[src/rtl/fetch_stage_if.sv]
// fetch_stage_if: groups the fetch-stage control inputs, instruction-memory
// port and IF/ID outputs into one bundle.
// Ports: master = fetch stage (drives imem_addr and ifid_*), slave = core/memory side.
interface fetch_stage_if #(
  parameter int PC_W = 9
) ();
  // control from hazard unit / EX / decode
  logic            stall;
  logic            redirect;
  logic [PC_W-1:0] redirect_pc;
  logic            halt;
  // instruction memory
  logic [PC_W-1:0] imem_addr;
  logic [31:0]     imem_rdata;
  // IF/ID register
  logic [PC_W-1:0] ifid_pc;
  logic [31:0]     ifid_instr;
  logic [6:0]      ifid_opcode;
  logic            ifid_valid;
  logic            halted;
  logic [31:0]     fetch_count;

  modport master (
    input  stall, redirect, redirect_pc, halt, imem_rdata,
    output imem_addr, ifid_pc, ifid_instr, ifid_opcode, ifid_valid, halted, fetch_count
  );

  modport slave (
    output stall, redirect, redirect_pc, halt, imem_rdata,
    input  imem_addr, ifid_pc, ifid_instr, ifid_opcode, ifid_valid, halted, fetch_count
  );
endinterface

[src/rtl/fetch_stage.sv]
// fetch_stage: RV32I instruction fetch plus IF/ID register (PC, stall, redirect, halt).
// Latency: 1 cycle from imem_addr to ifid_*; redirect costs one bubble slot.
// Backpressure: stall holds PC and IF/ID; HALTED is terminal until rst_n.
// Ports: clk, rst_n (async active-low), io (fetch_stage_if.master).
module fetch_stage #(
  parameter int          PC_W     = 9,
  parameter logic [31:0] RESET_PC = 32'd0,
  parameter logic [31:0] NOP      = 32'h00000013
) (
  input  logic          clk,
  input  logic          rst_n,
  fetch_stage_if.master io
);

  typedef enum logic {RUN, HALTED} state_t;

  state_t          state;
  logic [PC_W-1:0] pc;
  logic [PC_W-1:0] ifid_pc;
  logic [31:0]     ifid_instr;
  logic            ifid_valid;
  logic            halted;
  logic [31:0]     fetch_count;

  always_ff @(posedge clk or negedge rst_n) begin
    if (!rst_n) begin
      state       <= RUN;
      pc          <= RESET_PC[PC_W-1:0];
      ifid_pc     <= '0;
      ifid_instr  <= NOP;
      ifid_valid  <= 1'b0;
      halted      <= 1'b0;
      fetch_count <= '0;
    end else begin
      case (state)
        RUN: begin
          if (io.redirect) begin
            // Branch in EX is older than anything in ID, so a concurrent
            // halt or stall belongs to a squashed instruction.
            pc         <= io.redirect_pc & ~PC_W'(3);
            ifid_pc    <= pc;
            ifid_instr <= NOP;
            ifid_valid <= 1'b0;
          end else if (io.halt && ifid_valid) begin
            // A bubble never halts: only a real HALT in ID stops fetch.
            state      <= HALTED;
            halted     <= 1'b1;
            ifid_pc    <= pc;
            ifid_instr <= NOP;
            ifid_valid <= 1'b0;
          end else if (!io.stall) begin
            ifid_pc     <= pc;
            ifid_instr  <= io.imem_rdata;
            ifid_valid  <= 1'b1;
            pc          <= pc + PC_W'(4);
            fetch_count <= fetch_count + 32'd1;
          end
        end
        HALTED: begin
          // terminal: everything holds until reset
        end
        default: state <= RUN;
      endcase
    end
  end

  assign io.imem_addr   = pc;
  assign io.ifid_pc     = ifid_pc;
  assign io.ifid_instr  = ifid_instr;
  assign io.ifid_opcode = ifid_instr[6:0];
  assign io.ifid_valid  = ifid_valid;
  assign io.halted      = halted;
  assign io.fetch_count = fetch_count;

endmodule

[src/flat_wrapper.sv]
// flat-port wrapper written by rule: the top's interface ports become plain ports
module fetch_stage_flat 
#(
  parameter int          PC_W     = 9,
  parameter logic [31:0] RESET_PC = 32'd0,
  parameter logic [31:0] NOP      = 32'h00000013
)
  (clk, rst_n, io_stall, io_redirect, io_redirect_pc, io_halt, io_imem_rdata, io_imem_addr, io_ifid_pc, io_ifid_instr, io_ifid_opcode, io_ifid_valid, io_halted, io_fetch_count);
  fetch_stage_if #(.PC_W(PC_W)) io_i ();
  input  logic clk;
  input  logic rst_n;
  input wire logic [$bits(io_i.stall)-1:0] io_stall;
  input wire logic [$bits(io_i.redirect)-1:0] io_redirect;
  input wire logic [$bits(io_i.redirect_pc)-1:0] io_redirect_pc;
  input wire logic [$bits(io_i.halt)-1:0] io_halt;
  input wire logic [$bits(io_i.imem_rdata)-1:0] io_imem_rdata;
  output wire logic [$bits(io_i.imem_addr)-1:0] io_imem_addr;
  output wire logic [$bits(io_i.ifid_pc)-1:0] io_ifid_pc;
  output wire logic [$bits(io_i.ifid_instr)-1:0] io_ifid_instr;
  output wire logic [$bits(io_i.ifid_opcode)-1:0] io_ifid_opcode;
  output wire logic [$bits(io_i.ifid_valid)-1:0] io_ifid_valid;
  output wire logic [$bits(io_i.halted)-1:0] io_halted;
  output wire logic [$bits(io_i.fetch_count)-1:0] io_fetch_count;
  assign io_i.stall = io_stall;
  assign io_i.redirect = io_redirect;
  assign io_i.redirect_pc = io_redirect_pc;
  assign io_i.halt = io_halt;
  assign io_i.imem_rdata = io_imem_rdata;
  assign io_imem_addr = io_i.imem_addr;
  assign io_ifid_pc = io_i.ifid_pc;
  assign io_ifid_instr = io_i.ifid_instr;
  assign io_ifid_opcode = io_i.ifid_opcode;
  assign io_ifid_valid = io_i.ifid_valid;
  assign io_halted = io_i.halted;
  assign io_fetch_count = io_i.fetch_count;
  fetch_stage #(.PC_W(PC_W), .RESET_PC(RESET_PC), .NOP(NOP)) u_core (.clk(clk), .rst_n(rst_n), .io(io_i));
endmodule
[config.mk]
export PLATFORM = sky130hd
export DESIGN_NAME = fetch_stage_flat
export DESIGN_NICKNAME = d
export VERILOG_FILES = /design/src/rtl/fetch_stage_if.sv /design/src/rtl/fetch_stage.sv /design/src/flat_wrapper.sv
export SDC_FILE = /design/constraint.sdc
export NUM_CORES = 1
export LEC_CHECK = 0
export CAP_MARGIN = 30
export CORE_UTILIZATION = 25
export DETAILED_ROUTE_END_ITERATION = 16
export SLEW_MARGIN = 0
export SYNTH_ARGS = -nofsm -noshare
export SYNTH_HDL_FRONTEND = slang
export SYNTH_SLANG_ARGS = --single-unit
[constraint.sdc]
create_clock -name clk -period 1.9 [get_ports clk]
set_input_delay 0.19 -clock clk [delete_from_list [all_inputs] [get_ports clk]]
set_output_delay 0.19 -clock clk [all_outputs]
set_load 0.005 [all_outputs]
==> metrics.cfg, run 1 <==
[outcome]
status=finished, violations left
violations=setup timing

[sta]
max_slew_margin_pct=65.7
tns_ns=-0.323
timing.final.crit_period_ns=1.97
fin_worst_skew_ns=0.00503
slew_violations=0
setup_slack_ns=-0.0651
tightest_slew_ns=0.515
setup_viol=13
finalHoldViolCount=0
hold_ws_ns=0.355
fmax_mhz=509
rsz0062_at_grt=true
period_share_pct=103

[worst_setup_path]
critPathMaxStageDelay_ns=0.43
cp_cell_sequence=a2111o_1, buf_4, or3b_4, nor4_1, xor2_1
start_kind=flip-flop
cp.arrival_ns=2.23
cp-end-kind=flip-flop
critPathBufInv=1
critical-path-top-delay-family=simple AND/OR/NAND/NOR gates
crit_slowest_cell=or3b_4
cp.required_ns=2.16
critPathKind=flip-flop to flip-flop
critPathMaxFanout=5

[synthesis]
synth_top_area_share_pct=54.7
yosysSeqAreaShare_pct=56.9
avgSynthCellArea_um2=11.0
synth_cell_types=44
ys_warn_count=0
synth_edf_count=0
synth-main-ff-cell=dfrtp_1
synth-seq-cells=81
synth.largest_area_cell=dfrtp_1
synth_area_leaders=dfrtp_1 (55%), a22o_1 (6.9%), nand2_1 (5.9%)
netlist_area_mm2=0.00357
async_reset_ff_share_pct=100
syn-instance-count=323

[clock_network]
clock_path_buffers=2
clkSinkCount=81
numCtsBuffers=9
clk_latency_ns=0.34
path_clk_slew_ns=0.06
cts_tree=yes
htreeDepth=3
root_buffer=clkbuf_16

[place]
place_congestion=0.755
post_dp_cell_area_mm2=0.00529
io_buffers=130
place_ws_ns=-0.506
dpl.hpwl_um=6920

[detailed_routing]
vias=3022
dr.pass1.iters=4
wire_per_inst_um=14.4
drc=0
routed_via_density=4.50
finalWirelength_um=9640
drt_iter0_drc=123
ant_nets=0

[finish]
final_common_cell=clkdlybuf4s50_1
final_cell_mix=clkdlybuf4s50_1 (128), dfrtp_1 (78), nand2_1 (56), buf_4 (40), a22o_1 (28)
num_antenna_cells=0
finish.utilization_pct=41.6
fin_area_mm2=0.00577
syn_to_final_growth_pct=61.8
fillers=1359
drive_gt1_share_pct=18.1
layout.nets=534

[grt]
groute.usage.overall_pct=13.7
antenna_found_initial=0
grt_max_degree=46
grt_pass1_vias=3040
grt_pass1_wl_um=15200
grt-ovfl-total=0

[power]
peakVddDrop_mv=0.589
cellPowerDensity_mw_per_mm2=1210
leakage_nw=2.64

[die]
std_cell_rows=43
io_pins=137
die_area_mm2=0.0148
die_w_um=121
coreArea_mm2=0.0139
die_h_um=121
start_util_pct=25.7

[run]
maxCapViolations=0

[worst_hold_path]
hold_path.class=primary input to flip-flop

worst min-delay path: stages:
cell            delay [ns]
dlymetal6s2s_1        0.16
buf_4                 0.16
a31o_2                0.14
stage by stage:
stage               cells  power, mW
floorplan             326       3.57
global placement      648       5.21
detailed placement    648       5.24
CTS                   666       7.09
global route          671       7.42
finish                671       6.98
flip-flops by register name, summed over array words and instances (netlist names):
name                   flops
u_core.io.fetch_count     32
u_core.io.ifid_instr      32
u_core.io.ifid_pc          7
u_core.io.imem_addr        7
u_core.io.halted           1
u_core.io.ifid_valid       1
u_core.state               1
where the power goes:
part	leakage, nW	internal (mW)	switching (mW)
Clock	0.153	1.12	0.657
Sequential	1.04	2.30	0.425
Combinational	1.44	1.64	0.839
path summary, 6_finish.rpt:
path / startpoint / end / slack, ns / cells after the start
max reg2reg: u_core.io.ifid_valid / u_core.io.fetch_count[26] / -0.07 / 5
min reg2reg: u_core.io.fetch_count[31] / u_core.io.fetch_count[31] / 0.47 / 1
max: u_core.io.ifid_valid / u_core.io.fetch_count[26] / -0.07 / 5
min: io_halt / u_core.io.halted / 0.35 / 3
min in group asynchronous: rst_n / u_core.io.fetch_count[30] / 0.37 / 2
max in group asynchronous: rst_n / u_core.io.ifid_instr[18] / 0.91 / 3
logic make-up (layout without fill, tap and decap cells):
family / after synthesis / in the layout / share of synthesized area [%]
buf+inv: 32 / 196 / 4.88
other cells: 1 / 4 / 0.105
compound gates: 47 / 47 / 10.7
xor+xnor: 31 / 31 / 7.61
mux: 2 / 2 / 0.561
flops: 81 / 81 / 56.9
simple gates: 127 / 128 / 18.5
fa+ha+maj: 2 / 2 / 0.701
cell type report:
class / count / area, µm² / share of cell area (%)
Inverter: 5 / 18.8 / 0.325
Multi-Input combinational cell: 214 / 1510 / 26.1
Sequential cell: 81 / 2030 / 35.2
Tap cell: 180 / 225 / 3.90
Clock inverter: 2 / 35.0 / 0.607
Clock buffer: 14 / 274 / 4.75
Timing Repair Buffer: 175 / 1680 / 29.1
layer usage:
layer | vias up | wire length (µm) | track usage [%]
li1 | 1449 | - | -
met1 | 1471 | 4330 | 17.0
met2 | 89 | 4560 | 21.7
met3 | 13 | 550 | 3.71
met4 | 0 | 197 | 6.71
met5 | - | 0 | 0
cells in the mapped netlist (2+ instances only):
cell type / number
dfrtp_1: 78
nand2_1: 56
a22o_1: 28
xor2_1: 21
nand3_1: 19
buf_4: 12
clkbuf_1: 11
nor2_1: 11
nor3_1: 11
xnor2_1: 10
and4_1: 5
inv_1: 5
a21oi_1: 4
nand4_1: 4
nor4_1: 4
o21ai_0: 4
dfstp_2: 3
nor4_2: 3
o22a_1: 3
and3_1: 2
buf_1: 2
ha_1: 2
mux2i_1: 2
or2_2: 2
or4_1: 2
timing repair:
action	CTS	global route
hold buffers	1	0
pin swaps	6	11
endpoints found under the setup margin	18	21
setup buffers	0	4
gates cloned	1	1
endpoints found under the hold margin	33	0
resized for setup	15	11
Power figures use the tool's default switching activity.
==> inputs of run 2 (changes only) <==
CAP_MARGIN = 15   (was 30)
SKIP_LAST_GASP = 1   (was default)
==> run 2 against run 1 <==
The flow still finishes with violations (setup timing). First-iteration DRC count down 11%. Via count hardly changed. Sequential share of layout area rose by 0.061 points. Routed wire length decreased by 0.43%. Global-route usage unchanged. Clock skew about the same. Combinational power is essentially flat. Clock-buffer cell count did not move. Power barely moved. Critical endpoint unchanged. Sequential power hardly changed. Flip-flop and latch count unchanged. Clock power hardly changed.
==> metrics.cfg, run 2 (same netlist as run 1, synthesis figures left out) <==
[outcome]
status=finished, violations left
violations=setup timing

[clock_network]
clk_latency_ns=0.34
clock_path_buffers=2
htreeDepth=3
clkSinkCount=81
root_buffer=clkbuf_16
numCtsBuffers=9
path_clk_slew_ns=0.05
cts_tree=yes

[worst_setup_path]
rr_startpoint=u_core.io.ifid_valid
critPathMaxStageDelay_ns=0.43
cp_cell_sequence=a2111o_1, buf_4, or3b_4, nor4_1, xor2_1
r2r_end=u_core.io.fetch_count[26]
critPathKind=flip-flop to flip-flop
critPathBufInv=1
cp.required_ns=2.16
critical-path-top-delay-family=simple AND/OR/NAND/NOR gates
cp.arrival_ns=2.22
start_kind=flip-flop
cp-end-kind=flip-flop
worstRegToRegCells=5
crit_slowest_cell=or3b_4
critPathMaxFanout=5
worst-r2r-setup-slack_ns=-0.06

[grt]
use_met2_pct=21.7
use_met3_pct=3.71
grtUsageMet1_pct=17.0
grt_pass1_wl_um=15200
grt_max_degree=46
groute.usage.overall_pct=13.7
grt_pass1_vias=3040
grt-ovfl-total=0
top_usage_layer=met2
antenna_found_initial=0

[detailed_routing]
dr.pass1.iters=4
vias=3020
finalWirelength_um=9600
drc=0
drt_iter0_drc=109
wire_per_inst_um=14.3
routed_via_density=4.50
ant_nets=0

[power]
power_mw=6.98
leakage_nw=2.64
peakVddDrop_mv=0.589
cellPowerDensity_mw_per_mm2=1210

[finish]
final_common_cell=clkdlybuf4s50_1
fillers=1361
finish.utilization_pct=41.5
final_cell_mix=clkdlybuf4s50_1 (128), dfrtp_1 (78), nand2_1 (56), buf_4 (40), a22o_1 (28)
final_cells=671
drive_gt1_share_pct=17.7
top_regs=u_core.io.fetch_count x32, u_core.io.ifid_instr x32
num_antenna_cells=0
layout.nets=534
fin_area_mm2=0.00576
syn_to_final_growth_pct=61.6

[place]
dpl.hpwl_um=6920
io_buffers=130
placed_cells=648
post_dp_cell_area_mm2=0.00529
place_congestion=0.755

[sta]
fin_worst_skew_ns=0.00503
hold_ws_ns=0.355
period_share_pct=103
timing.final.crit_period_ns=1.96
max_slew_margin_pct=65.7
rsz0062_at_grt=true
slew_violations=0
fmax_mhz=509
setup_viol=12
setup_slack_ns=-0.0628
finalHoldViolCount=0
tightest_slew_ns=0.515

[die]
start_util_pct=25.7
die_area_mm2=0.0148
die_w_um=121
io_pins=137
std_cell_rows=43
coreArea_mm2=0.0139
die_h_um=121

[run]
maxCapViolations=0

[worst_hold_path]
worstHoldPathCells=3
hold_start=io_halt
hold_path.class=primary input to flip-flop
hold_end=u_core.io.halted

-- run 2: worst max-delay path by stage --
stage | endpoint | slack [ns] | cells after the start | from
2_1_floorplan | u_core.io.fetch_count[29] | -0.07 | 5 | u_core.io.ifid_valid
3_3_place_gp | u_core.io.fetch_count[29] | -0.50 | 6 | io_halt
3_5_place_dp | u_core.io.fetch_count[29] | -0.51 | 6 | io_halt
4_1_cts | u_core.io.fetch_count[25] | -0.12 | 5 | u_core.io.ifid_valid
5_1_grt | u_core.io.fetch_count[31] | -0.16 | 5 | u_core.io.ifid_valid
6_report | u_core.io.fetch_count[26] | -0.06 | 5 | u_core.io.ifid_valid
-- run 2: worst register-to-register path, stage by stage (launching register included) --
cell,delay (ns)
dfrtp_1,0.38
a2111o_1,0.42
buf_4,0.16
or3b_4,0.43
nor4_1,0.33
xor2_1,0.17
-- run 2: final cells by class --
type                    count  area (µm²)  area share [%]
clock buffers              14         274            4.75
clock inverters             2        35.0           0.608
inverters                   5        18.8           0.326
multi-input cells         214        1500            26.0
flip-flops and latches     81        2030            35.2
well taps                 180         225            3.91
repair buffers            175        1680            29.2
-- run 2: what timing repair did --
action / in CTS / in global routing
endpoints found under the hold margin: 33 / 0
hold buffers: 1 / 0
buffers inserted: 0 / 4
setup endpoints to repair: 18 / 21
pin swaps: 6 / 11
resized for setup: 15 / 9
gates cloned: 1 / 1
-- run 2: metal layers --
| metal | share of wire, % | vias up |
|---|---|---|
| met3 | 5.7 | 13 |
| met4 | 2.1 | 0 |
| met2 | 47 | 87 |
| met5 | 0 | - |
| met1 | 45 | 1471 |
| li1 | - | 1449 |
-- run 2: power by group --
group / internal [mW] / switching (mW)
Clock: 1.12 / 0.655
Sequential: 2.30 / 0.425
Combinational: 1.64 / 0.839
-- run 2: stage by stage --
| step | setup TNS (ns) | setup WS [ns] |
|---|---|---|
| global placement | -9.96 | -0.500 |
| global route | -2.22 | -0.156 |
| floorplan | -0.185 | -0.0697 |
| detailed placement | -10.43 | -0.506 |
| finish | -0.285 | -0.0628 |
| CTS | -1.03 | -0.116 |
